===== src/rtl/multibyte_add_pkg.sv =====
// multibyte_add_pkg: shared types for the byte-serial add/subtract sequencer.
// Holds the controller state encoding and the byte-index width helper.
package multibyte_add_pkg;

    typedef enum logic {
        IDLE = 1'b0,
        RUN  = 1'b1
    } state_e;

    // A one-byte datapath still needs a 1-bit index register.
    function automatic int idx_w(input int n);
        return (n > 1) ? $clog2(n) : 1;
    endfunction

endpackage


===== src/rtl/adder88.sv =====
// adder88: 8-bit ripple-carry adder, the single shared byte slice.
// z = x + y + cin, with cout taken from bit 7.
module adder88 (
    output logic       cout,
    output logic [7:0] z,
    input  logic [7:0] x,
    input  logic [7:0] y,
    input  logic       cin
);

    logic [8:0] c;

    always_comb begin
        c    = '0;
        z    = '0;
        c[0] = cin;
        for (int i = 0; i < 8; i++) begin
            z[i]     = x[i] ^ y[i] ^ c[i];
            c[i + 1] = (x[i] & y[i]) | (c[i] & (x[i] ^ y[i]));
        end
    end

    assign cout = c[8];

endmodule


===== src/rtl/multibyte_add_seq.sv =====
// multibyte_add_seq: NBYTES-wide add/subtract, one byte per clock, LSB first.
// A single adder88 is time-multiplexed; the inter-byte carry is registered.
module multibyte_add_seq
    import multibyte_add_pkg::*;
#(
    parameter int NBYTES = 4
) (
    input  logic                clk,
    input  logic                rst,
    input  logic                start,
    input  logic                sub,
    input  logic                cin,
    input  logic [8*NBYTES-1:0] a,
    input  logic [8*NBYTES-1:0] b,
    output logic                busy,
    output logic                done,
    output logic [8*NBYTES-1:0] sum,
    output logic                cout,
    output logic                ovf
);

    localparam int W  = 8 * NBYTES;
    localparam int IW = idx_w(NBYTES);
    localparam logic [IW-1:0] LAST = IW'(NBYTES - 1);

    state_e        state_q, state_d;
    logic [W-1:0]  a_q, a_d;
    logic [W-1:0]  b_q, b_d;
    logic [W-1:0]  sum_q, sum_d;
    logic [IW-1:0] idx_q, idx_d;
    logic          carry_q, carry_d;
    logic          cout_q, cout_d;
    logic          ovf_q, ovf_d;
    logic          done_q, done_d;

    logic [7:0]    add_z;
    logic          add_co;

    adder88 u_adder (
        .cout (add_co),
        .z    (add_z),
        .x    (a_q[8*idx_q +: 8]),
        .y    (b_q[8*idx_q +: 8]),
        .cin  (carry_q)
    );

    always_ff @(posedge clk or posedge rst) begin
        if (rst) begin
            state_q <= IDLE;
            a_q     <= '0;
            b_q     <= '0;
            sum_q   <= '0;
            idx_q   <= '0;
            carry_q <= 1'b0;
            cout_q  <= 1'b0;
            ovf_q   <= 1'b0;
            done_q  <= 1'b0;
        end else begin
            state_q <= state_d;
            a_q     <= a_d;
            b_q     <= b_d;
            sum_q   <= sum_d;
            idx_q   <= idx_d;
            carry_q <= carry_d;
            cout_q  <= cout_d;
            ovf_q   <= ovf_d;
            done_q  <= done_d;
        end
    end

    always_comb begin
        state_d = state_q;
        a_d     = a_q;
        b_d     = b_q;
        sum_d   = sum_q;
        idx_d   = idx_q;
        carry_d = carry_q;
        cout_d  = cout_q;
        ovf_d   = ovf_q;
        done_d  = 1'b0;
        unique case (state_q)
            IDLE: begin
                if (start) begin
                    // Subtract is a + ~b + 1, so the carry seeds the +1.
                    state_d = RUN;
                    a_d     = a;
                    b_d     = sub ? ~b : b;
                    carry_d = sub ? 1'b1 : cin;
                    idx_d   = '0;
                end
            end
            RUN: begin
                sum_d[8*idx_q +: 8] = add_z;
                carry_d             = add_co;
                idx_d               = idx_q + 1'b1;
                if (idx_q == LAST) begin
                    cout_d  = add_co;
                    ovf_d   = (a_q[W-1] == b_q[W-1]) &&
                              (add_z[7] != a_q[W-1]);
                    done_d  = 1'b1;
                    idx_d   = '0;
                    state_d = IDLE;
                end
            end
            default: state_d = IDLE;
        endcase
    end

    assign busy = (state_q == RUN);
    assign done = done_q;
    assign sum  = sum_q;
    assign cout = cout_q;
    assign ovf  = ovf_q;

endmodule


===== config.mk =====
export PLATFORM = sky130hd
export DESIGN_NAME = multibyte_add_seq
export DESIGN_NICKNAME = d
export VERILOG_FILES = /design/src/rtl/multibyte_add_pkg.sv /design/src/rtl/adder88.sv /design/src/rtl/multibyte_add_seq.sv
export SDC_FILE = /design/constraint.sdc
export NUM_CORES = 1
export LEC_CHECK = 0
export CAP_MARGIN = 20
export CORE_UTILIZATION = 30
export DETAILED_ROUTE_END_ITERATION = 12
export GPL_ROUTABILITY_DRIVEN = 0
export PLACE_DENSITY = 0.64
export SLEW_MARGIN = 40
export SYNTH_ARGS = -nofsm -noshare
export SYNTH_HDL_FRONTEND = slang
export SYNTH_SLANG_ARGS = --single-unit

===== constraint.sdc =====
create_clock -name clk -period 4.3 [get_ports clk]
set_clock_uncertainty 0.05 [all_clocks]
set_input_delay 0.43 -clock clk [delete_from_list [all_inputs] [get_ports clk]]
set_output_delay 0.43 -clock clk [all_outputs]
set_load 0.02 [all_outputs]

After elaboration in Yosys (flattened, before gate mapping)
Index checks and enable logic that the tools add are counted.
{"block": "totals", "reg_bits": 103, "inputBits": 69, "output_inout_bits": 36, "elab_cells": 77}
{"block": "classes", "shift": 4, "mux": 13, "n_reduce_logical": 3, "n_addsub": 2, "n_bitwise": 42, "eq_ne": 4}
{"cell": "$shiftx A32 B6 Y8", "count": 2}
{"cell": "$neg A5 Y34", "count": 1}
{"cell": "$shift A8 B34 Y32 const A", "count": 1}
{"cell": "$shiftx A8 B34 Y32", "count": 1}
{"cell": "$bwmux W32", "count": 1}
{"cell": "$mux W32", "count": 1}
{"cell": "$not A32 Y32", "count": 1}
{"cell": "$and A1 B1 Y1", "count": 16}
{"cell": "$xor A1 B1 Y1", "count": 16}
{"cell": "$or A1 B1 Y1", "count": 8}
{"cell": "$mux W1", "count": 6}
{"cell": "$mux W2", "count": 2}
{"cell": "$pmux W1 S2", "count": 2}
{"cell": "$pmux W2 S2", "count": 1}
{"cell": "$reduce_and A2 Y1", "count": 2}
{"cell": "$add A2 B1 Y2 const B", "count": 1}
{"cell": "$eq A2 B2 Y1 const B", "count": 1}
{"cell": "$ne A2 B2 Y1 const B", "count": 1}
{"cell": "$eq A1 B1 Y1", "count": 1}
{"cell": "$logic_and A1 B1 Y1", "count": 1}
{"cell": "$ne A1 B1 Y1", "count": 1}
{"cell": "$not A1 Y1", "count": 1}

Longest topological paths before layout
Gate-level depths: netlist of the first run.
{"block": "logic_depth", "depth_word": 19, "mapped_depth": 17, "mapped_depth_nobuf": 15}

Cells and area by module
From an unflattened synthesis of the first run, not the netlist that was laid out.
{"block": "unflattened", "cells_unflattened": 364, "hier_area_um2": 5047.3}
{"mod": "multibyte_add_seq", "instances": 1, "area_each_um2": 4849.7, "cells_each": 346, "seq_area_each_um2": 2577.5}
{"mod": "adder88", "instances": 1, "area_each_um2": 197.7, "cells_each": 18, "seq_area_each_um2": 0.0}

Worst setup path before layout of the first run
Ideal clock, no wire load.
{"block": "synth_path", "path_kind": "register -> register", "startpoint": "reg idx_q[0]", "endpoint": "reg ovf_q, in the netlist ovf", "setup_slack_ns": -0.068, "arrival_ns": 4.236, "setup_ns": 0.082, "path_buffers": 2, "t_required_ns": 4.168, "synth_period_minus_slack_ns": 4.368, "path_stages_with_launch": 18, "cell_sequence": "dfrtp_1 -> buf_6 -> buf_6 -> mux4_2 -> inv_1 -> fa_1 -> fa_1 -> fa_1 -> fa_1 -> inv_1 -> fa_1 -> inv_1 -> fa_1 -> fa_1 -> inv_1 -> fa_1 -> or3b_2 -> a31oi_1"}
{"block": "synth_via", "elab_chain_cells": 19, "word_cells_on_any_way": 36, "classes_between": "eq/ne (2); shift (2); bitwise (30); reduce/logical (2)"}
{"item": "from (decl)", "line": "multibyte_add_seq.sv:30", "rtl": "logic [IW-1:0] idx_q, idx_d;"}
{"item": "from (signal assigned)", "line": "multibyte_add_seq.sv:63", "rtl": "idx_q <= idx_d;"}
{"item": "$shiftx A32 B6 Y8 (on tied branches)", "line": "multibyte_add_seq.sv:42, multibyte_add_seq.sv:43"}
{"item": "$xor A1 B1 Y1", "line": "adder88.sv:19", "rtl": "c[i + 1] = (x[i] & y[i]) | (c[i] & (x[i] ^ y[i]));"}
{"item": "$and A1 B1 Y1", "line": "adder88.sv:19"}
{"item": "$or A1 B1 Y1", "line": "adder88.sv:19"}
{"item": "$and A1 B1 Y1", "line": "adder88.sv:19"}
{"item": "$or A1 B1 Y1", "line": "adder88.sv:19"}
{"item": "$and A1 B1 Y1", "line": "adder88.sv:19"}
{"item": "$or A1 B1 Y1", "line": "adder88.sv:19"}
{"item": "(+3 left out)"}
{"item": "$or A1 B1 Y1", "line": "adder88.sv:19"}
{"item": "$and A1 B1 Y1", "line": "adder88.sv:19"}
{"item": "$or A1 B1 Y1", "line": "adder88.sv:19"}
{"item": "$and A1 B1 Y1", "line": "adder88.sv:19"}
{"item": "$or A1 B1 Y1", "line": "adder88.sv:19"}
{"item": "$xor A1 B1 Y1", "line": "adder88.sv:18", "rtl": "z[i] = x[i] ^ y[i] ^ c[i];"}
{"item": "$ne A1 B1 Y1", "line": "multibyte_add_seq.sv:99", "rtl": "(add_z[7] != a_q[W-1]);"}
{"item": "$logic_and A1 B1 Y1", "line": "multibyte_add_seq.sv:98", "rtl": "ovf_d = (a_q[W-1] == b_q[W-1]) &&"}
{"item": "to (signal assigned)", "line": "multibyte_add_seq.sv:66", "rtl": "ovf_q <= ovf_d;"}
{"item": "to (decl)", "line": "multibyte_add_seq.sv:33", "rtl": "logic ovf_q, ovf_d;"}
Parallel ways exist; a longest one is shown, timed or not.
A chain may end at the register's enable or synchronous reset.

Worst setup path in the final report of the first run
{"block": "layout_path", "startpoint": "reg idx_q[1]", "endpoint": "reg ovf_q, in the netlist ovf"}
Same word-level chain as after synthesis.

==> results of run 1 <==
-- cells in the mapped netlist (all sizes together) --
| cell type | number | area [sq um] |
|---|---|---|
| mux4 | 16 | 360.4 |
| and2 | 4 | 25.02 |
| o32ai | 32 | 280.3 |
| mux2 | 66 | 743.2 |
| fa | 8 | 160.2 |
| buf | 20 | 155.2 |
| a31oi | 1 | 6.260 |
| dfrtp | 103 | 2577 |
| nor2b | 1 | 6.260 |
| a21o | 1 | 7.510 |
| ha | 5 | 62.56 |
| a21oi | 1 | 5.000 |
| nand2b | 1 | 6.260 |
| xor2 | 32 | 280.3 |
| inv | 54 | 202.7 |
| o31ai | 2 | 15.01 |
| or3b | 1 | 8.760 |
| clkbuf | 4 | 15.01 |
| nor3b | 1 | 7.510 |
| nand3b | 2 | 18.77 |
| nor2 | 2 | 7.510 |
| nand4b | 2 | 38.78 |
| nand2 | 3 | 11.26 |
-- registers in the layout (all words and copies together) (netlist names) --
signal and cells:
a_q 32, b_q 32, busy 1, carry_q 1
cout 1, done 1, idx_q 2, ovf 1
sum 32
-- timing repair --
action | 4_1_cts | 5_1_grt
resized for setup | 1 | 3
endpoints found under the setup margin | 1 | 5
pin swaps | 1 | 2
setup buffers | 2 | 0
gates cloned | 0 | 0
-- cell families (layout without fill, tap and decap cells) --
logic type               Yosys count  after routing  share of synthesized area (%)
AO/OA/AOI/OAI                     37             37                          6.280
XOR/XNOR                          32             32                          5.604
adder cells (fa/ha/maj)           13             13                          4.453
buffers and inverters             78            181                          7.455
flip-flops                       103            103                          51.54
multiplexers                      82             82                          22.07
AND/OR/NAND/NOR                   17             17                          2.602
-- power by group --
part / internal [mW] / switching [mW] / total, mW
registers: 1.42 / 0.267 / 1.69
logic: 1.31 / 1.56 / 2.86
clock network: 0.479 / 0.345 / 0.824
-- worst min-delay path by stage --
stage	startpoint	to	slack, ns	cells after the start
floorplan	a_q[10]	a_q[10]	0.40	1
global placement	a_q[13]	a_q[13]	0.41	1
detailed placement	a_q[25]	a_q[25]	0.42	1
CTS	b_q[3]	b_q[3]	0.44	1
global route	b_q[3]	b_q[3]	0.46	1
finish	b_q[8]	b_q[8]	0.43	1
-- layer usage --
| metal | vias up | GRT usage (%) |
|---|---|---|
| met5 | - | 0 |
| met4 | 0 | 4.510 |
| met3 | 11 | 3.858 |
| met2 | 100 | 22.19 |
| met1 | 1580 | 18.27 |
| li1 | 1453 | - |
-- worst reg2reg max path: stages (launching register included) --
cell                      delay (ns)
sky130_fd_sc_hd__dfrtp_1        0.41
sky130_fd_sc_hd__mux4_2         0.33
sky130_fd_sc_hd__inv_1          0.05
sky130_fd_sc_hd__fa_2           0.35
sky130_fd_sc_hd__fa_2           0.35
sky130_fd_sc_hd__fa_2           0.34
sky130_fd_sc_hd__fa_1           0.36
sky130_fd_sc_hd__inv_1          0.07
sky130_fd_sc_hd__fa_1           0.16
sky130_fd_sc_hd__inv_1          0.05
sky130_fd_sc_hd__fa_2           0.34
sky130_fd_sc_hd__fa_2           0.34
sky130_fd_sc_hd__inv_1          0.07
sky130_fd_sc_hd__fa_1           0.19
sky130_fd_sc_hd__or3b_2         0.45
sky130_fd_sc_hd__a31oi_1        0.17
-- cell type report --
class	count	area (sq um)	share of cell area [%]
clock buffer	12	256.5	3.925
clock inverter	3	42.54	0.6510
sequential	103	2579	39.46
timing repair buffer	112	1106	16.93
inverter	54	210.2	3.217
tap	216	270.3	4.136
multi-input combinational	181	2071	31.69
-- through the flow --
| step | total power [mW] | cell area [sq um] |
|---|---|---|
| global placement | 4.457 | 6198 |
| global route | 5.735 | 6535 |
| CTS | 5.400 | 6518 |
| floorplan | 3.466 | 5006 |
| detailed placement | 4.517 | 6201 |
| finish | 5.372 | 6535 |
==> results.toml, run 1 <==
[route]
drcViolationCount = 0
routedLengthMet1_um = 5027
drtAntennaViolNets = 0
postRouteWirelength_um = 11200
wl_per_cell_um = 16.45
routed_via_density = 4.617
drt_iter0_markers = 139
met3_length_um = 574
drt_pre_antenna_iters = 4
met2_routed_wl_um = 5444
highest-signal-layer = "met4"
vias = 3144

[clock_network]
clock_tree.buffer_depth = 2
clock_tree_from_tritoncts = "done"
clk_transition_reported_paths_ns = 0.07
number_of_buffers_inserted_during_clock_tree_synthesis = 9
root_buffer = "sky130_fd_sc_hd__clkbuf_16"
insertion_delay_ns = 0.35
cts_num_sinks = 103
h-tree-depth = 3
cts_hold_buffers = 0

[timing]
post-route-min-period_ns = 4.161
report.final.setup_viol = 0
totalNegativeSetupSlack_ns = 0
maxClockFrequency_ghz = 0.2403
post-route-period-util_pct = 96.76
setup_ws_ns = 0.1393
max-slew-margin-rel_pct = 58.83
tightest_slew_ns = 0.6175
slew_viol_final = 0
final_worst_hold_slack_ns = 0.4335
finalHoldViolations = 0
grt_setup_unrepaired = "true"

[floorplanning]
die-height_um = 131.1
die_area_sq_um = 17190
pin_count = 105
initial_utilization_pct = 31.14
coreArea_sq_um = 16060
floorplan.die.width_um = 131.1
count_of_standard_cell_rows = 46

[power_and_ir_drop]
power.static_leakage_nw = 2.690
pwr_density_cell_nw_per_um2 = 822.0
ir_worst_vdd_v = 0.0004862

[logic_synthesis]
syn_area_sq_um = 5001
mappedNetlistNets = 444
seq_area_frac_synth_pct = 51.54
synthesis.area_per_instance_sq_um = 13.82
synth_cell_types = 28
ys_seq_elements = 103
netlist_instances = 362
yosys_warnings = 0

[run_status]
status = "completed"

[global_route]
number_of_global_route_vias_before_repair = 3389
grt.total_usage_pct = 13.93
grt_antenna_before_repair = 0
grt_first_pass_wirelength_um = 18400
grt_max_degree = 87
overflow = 0

[final_layout]
fillCellCount = 1485
layout_commonest_cell = "sky130_fd_sc_hd__clkdlybuf4s50_1"
final_nets = 543
post-route-util_pct = 40.70
most-common-layout-cells = "sky130_fd_sc_hd__clkdlybuf4s50_1 (103), sky130_fd_sc_hd__dfrtp_1 (102), sky130_fd_sc_hd__inv_1 (53)"
finish.cell_count_without_fillers = 681
share_of_post_route_cells_with_drive_strength_above_1_pct = 14.62
syn2layout_area_growth_pct = 30.67
antenna_cells = 0

[setup_path]
crit_path_top_delay_cell = "sky130_fd_sc_hd__or3b_2"
cp_num_cells = 15
regToRegSetupSlack_ns = 0.14
critical_path.most_common_cell = "sky130_fd_sc_hd__fa_2"
critical_path_required_ns = 4.52
critical-path-top-delay-family = "adder cells"
cp_cell_sequence = "mux4_2 -> inv_1 -> fa_2 -> fa_2 -> fa_2 -> fa_1 -> inv_1 -> fa_1 -> inv_1 -> fa_2 -> fa_2 -> inv_1 -> fa_1 -> or3b_2 -> a31oi_1"
reg2reg_to = "ovf"
cp_data_arrival_time_ns = 4.38
worst_setup_path_start_kind = "register"
reg2reg_from = "idx_q[1]"
crit_path_end_kind = "register"
worstSetupStartpoint = "idx_q[1]"
worstPathBufferInverterCount = 4
crit_path_max_incr_delay_ns = 0.45
worst-setup-path-type = "register to register"
path_max_fanout = 3
worst-r2r-cell-count = 15
setup.worst_path.end = "ovf"

[placed_design]
detailedPlace.worstSlack_ns = -0.02039
io_buffer_count = 104
dpl.cell_count = 664
post-dp-hpwl_um = 8219

[flow_run]
timing.max_cap.violations = 0

[hold_path]
hp-class = "register to register"
Note: power is estimated with default switching activity, not from simulation.
==> run 2: changes to the inputs <==
--- a/config.mk
+++ b/config.mk
@@ -10,6 +10,7 @@
 export DETAILED_ROUTE_END_ITERATION = 12
 export GPL_ROUTABILITY_DRIVEN = 0
 export PLACE_DENSITY = 0.64
+export RECOVER_POWER = 25
 export SLEW_MARGIN = 40
 export SYNTH_ARGS = -nofsm -noshare
 export SYNTH_HDL_FRONTEND = slang
==> run 2 against run 1 <==
Clock power about the same. Flip-flop and latch count unchanged. Non-clock buffer count unchanged. Fmax is essentially flat. Cell count is the same. Sequential share of layout area stayed put. Via count is 0.41% lower. Routed wire length is 0.15% higher. Setup slack is essentially flat. Worst hold slack is the same. Critical endpoint unchanged.
==> results.toml, run 2 (synthesized netlist as in run 1, its figures left out) <==
[setup_path]
reg2reg_to = "ovf"
worstSetupStartpoint = "idx_q[1]"
worst-setup-path-type = "register to register"
cp_data_arrival_time_ns = 4.38
worst-r2r-cell-count = 15
crit_path_end_kind = "register"
critical_path_required_ns = 4.52
regToRegSetupSlack_ns = 0.14
reg2reg_from = "idx_q[1]"
setup.worst_path.end = "ovf"
worst_setup_path_start_kind = "register"
path_max_fanout = 3

[power_and_ir_drop]
ir_worst_vdd_v = 0.0004910
seqPwrFrac_pct = 31.4
power_switching_share_pct = 40.37
power.share.clock_pct = 15.3
pwr-share-comb_pct = 53.3
p_int_mw = 3.205
pwr_density_cell_nw_per_um2 = 822.6
p_sw_mw = 2.170
power.static_leakage_nw = 2.691

[final_layout]
final_nets = 543
antenna_cells = 0
syn2layout_area_growth_pct = 30.67
share_of_post_route_cells_with_drive_strength_above_1_pct = 14.62
most-common-layout-cells = "sky130_fd_sc_hd__dfrtp_1 (102), sky130_fd_sc_hd__clkdlybuf4s50_1 (102), sky130_fd_sc_hd__inv_1 (53)"

[global_route]
grt_max_degree = 87
number_of_global_route_vias_before_repair = 3389
grt.total_usage_pct = 13.93
grt_antenna_before_repair = 0
grt_first_pass_wirelength_um = 18400
overflow = 0

[route]
postRouteWirelength_um = 11220
wl_per_cell_um = 16.48
routed_via_density = 4.598
drt_iter0_markers = 139
drcViolationCount = 0
drt_pre_antenna_iters = 4
vias = 3131
drtAntennaViolNets = 0

[clock_network]
clock_tree_from_tritoncts = "done"
cts_num_sinks = 103
insertion_delay_ns = 0.35
clk_transition_reported_paths_ns = 0.07
number_of_buffers_inserted_during_clock_tree_synthesis = 9
h-tree-depth = 3
cts_hold_buffers = 0
root_buffer = "sky130_fd_sc_hd__clkbuf_16"
clock_tree.buffer_depth = 2

[hold_path]
hp-class = "register to register"

[timing]
max-slew-margin-rel_pct = 58.88
slew_viol_final = 0
final_worst_hold_slack_ns = 0.4335
totalNegativeSetupSlack_ns = 0
post-route-min-period_ns = 4.161
post-route-period-util_pct = 96.77
maxClockFrequency_ghz = 0.2403
finalHoldViolations = 0
report.final.setup_viol = 0
grt_setup_unrepaired = "true"
tightest_slew_ns = 0.6168

[floorplanning]
die-height_um = 131.1
coreArea_sq_um = 16060
floorplan.die.width_um = 131.1
initial_utilization_pct = 31.14
count_of_standard_cell_rows = 46
pin_count = 105
die_area_sq_um = 17190

[placed_design]
io_buffer_count = 104
post-dp-hpwl_um = 8219

[flow_run]
timing.max_cap.violations = 0

[run_status]
status = "completed"
## run 2: cell types whose count changed in the layout (fill, tap and decap cells not counted)
cell	change
sky130_fd_sc_hd__clkdlybuf4s50_1	-1
sky130_fd_sc_hd__dlygate4sd3_1	+1
## run 2: power by group through the flow
stage | combinational (mW) | sequential (mW) | clock [mW]
after floorplan | 1.72 | 1.74 | 0
after global routing | 3.10 | 1.75 | 0.884
final | 2.87 | 1.69 | 0.823
after detailed placement | 2.81 | 1.71 | 0
after global placement | 2.76 | 1.69 | 0
after CTS | 2.86 | 1.69 | 0.849
## run 2: area by class of cell
type                    instances  area [sq um]
flip-flops and latches        103          2579
inverters                      54         210.2
well taps                     216         270.3
clock inverters                 3         42.54
fillers                      1485          9523
multi-input cells             181          2071
clock buffers                  12         256.5
repair buffers                112          1106
## run 2: worst min-delay path by stage
stage               startpoint  endpoint  slack, ns  depth (start not counted)
detailed placement     a_q[25]   a_q[25]       0.42                          1
global route            b_q[3]    b_q[3]       0.46                          1
finish                  b_q[8]    b_q[8]       0.43                          1
CTS                     b_q[3]    b_q[3]       0.44                          1
global placement       a_q[13]   a_q[13]       0.41                          1
floorplan              a_q[10]   a_q[10]       0.40                          1
## run 2: metrics by stage
step	area, sq um	std cells	setup slack [ns]	utilization, %	power (mW)
after floorplan	5006	362	0.01035	-	3.466
after global placement	6198	664	0.04165	38.60	4.457
after detailed placement	6201	664	-0.02039	38.62	4.517
after CTS	6518	681	0.03027	40.59	5.400
after global routing	6535	681	-0.04443	40.70	5.735
final	6535	681	0.1390	40.70	5.375
## run 2: layer usage
metal / share of wire (%) / vias up / routed length (um) / global-route usage, %
met5: 0 / - / 0 / 0
met4: 1.5 / 0 / 164 / 4.510
met3: 5.0 / 11 / 561 / 3.858
met2: 49 / 93 / 5447 / 22.19
met1: 45 / 1575 / 5046 / 18.27
li1: - / 1452 / - / -
## run 2: critical path: stages, from the launching register on
cell,delay [ns]
sky130_fd_sc_hd__dfrtp_1,0.41
sky130_fd_sc_hd__mux4_2,0.33
sky130_fd_sc_hd__inv_1,0.05
sky130_fd_sc_hd__fa_2,0.35
sky130_fd_sc_hd__fa_2,0.35
sky130_fd_sc_hd__fa_2,0.34
sky130_fd_sc_hd__fa_1,0.36
sky130_fd_sc_hd__inv_1,0.07
sky130_fd_sc_hd__fa_1,0.16
sky130_fd_sc_hd__inv_1,0.05
sky130_fd_sc_hd__fa_2,0.34
sky130_fd_sc_hd__fa_2,0.34
sky130_fd_sc_hd__inv_1,0.07
sky130_fd_sc_hd__fa_1,0.19
sky130_fd_sc_hd__or3b_2,0.45
sky130_fd_sc_hd__a31oi_1,0.17
## run 2: timing repair
item / 4_1_cts / 5_1_grt
endpoints found under the setup margin: 1 / 5
gates resized for setup: 1 / 3
buffers inserted: 2 / 0
endpoints found under the hold margin: 0 / 0
pin swaps: 1 / 2
==> run 3: changes to the inputs <==
--- a/config.mk
+++ b/config.mk
@@ -11,6 +11,7 @@
 export GPL_ROUTABILITY_DRIVEN = 0
 export PLACE_DENSITY = 0.64
 export RECOVER_POWER = 25
+export SKIP_LAST_GASP = 1
 export SLEW_MARGIN = 40
 export SYNTH_ARGS = -nofsm -noshare
 export SYNTH_HDL_FRONTEND = slang
==> results of run 3 <==
No change in the layout: final DEF, timing and power equal those of run 2.
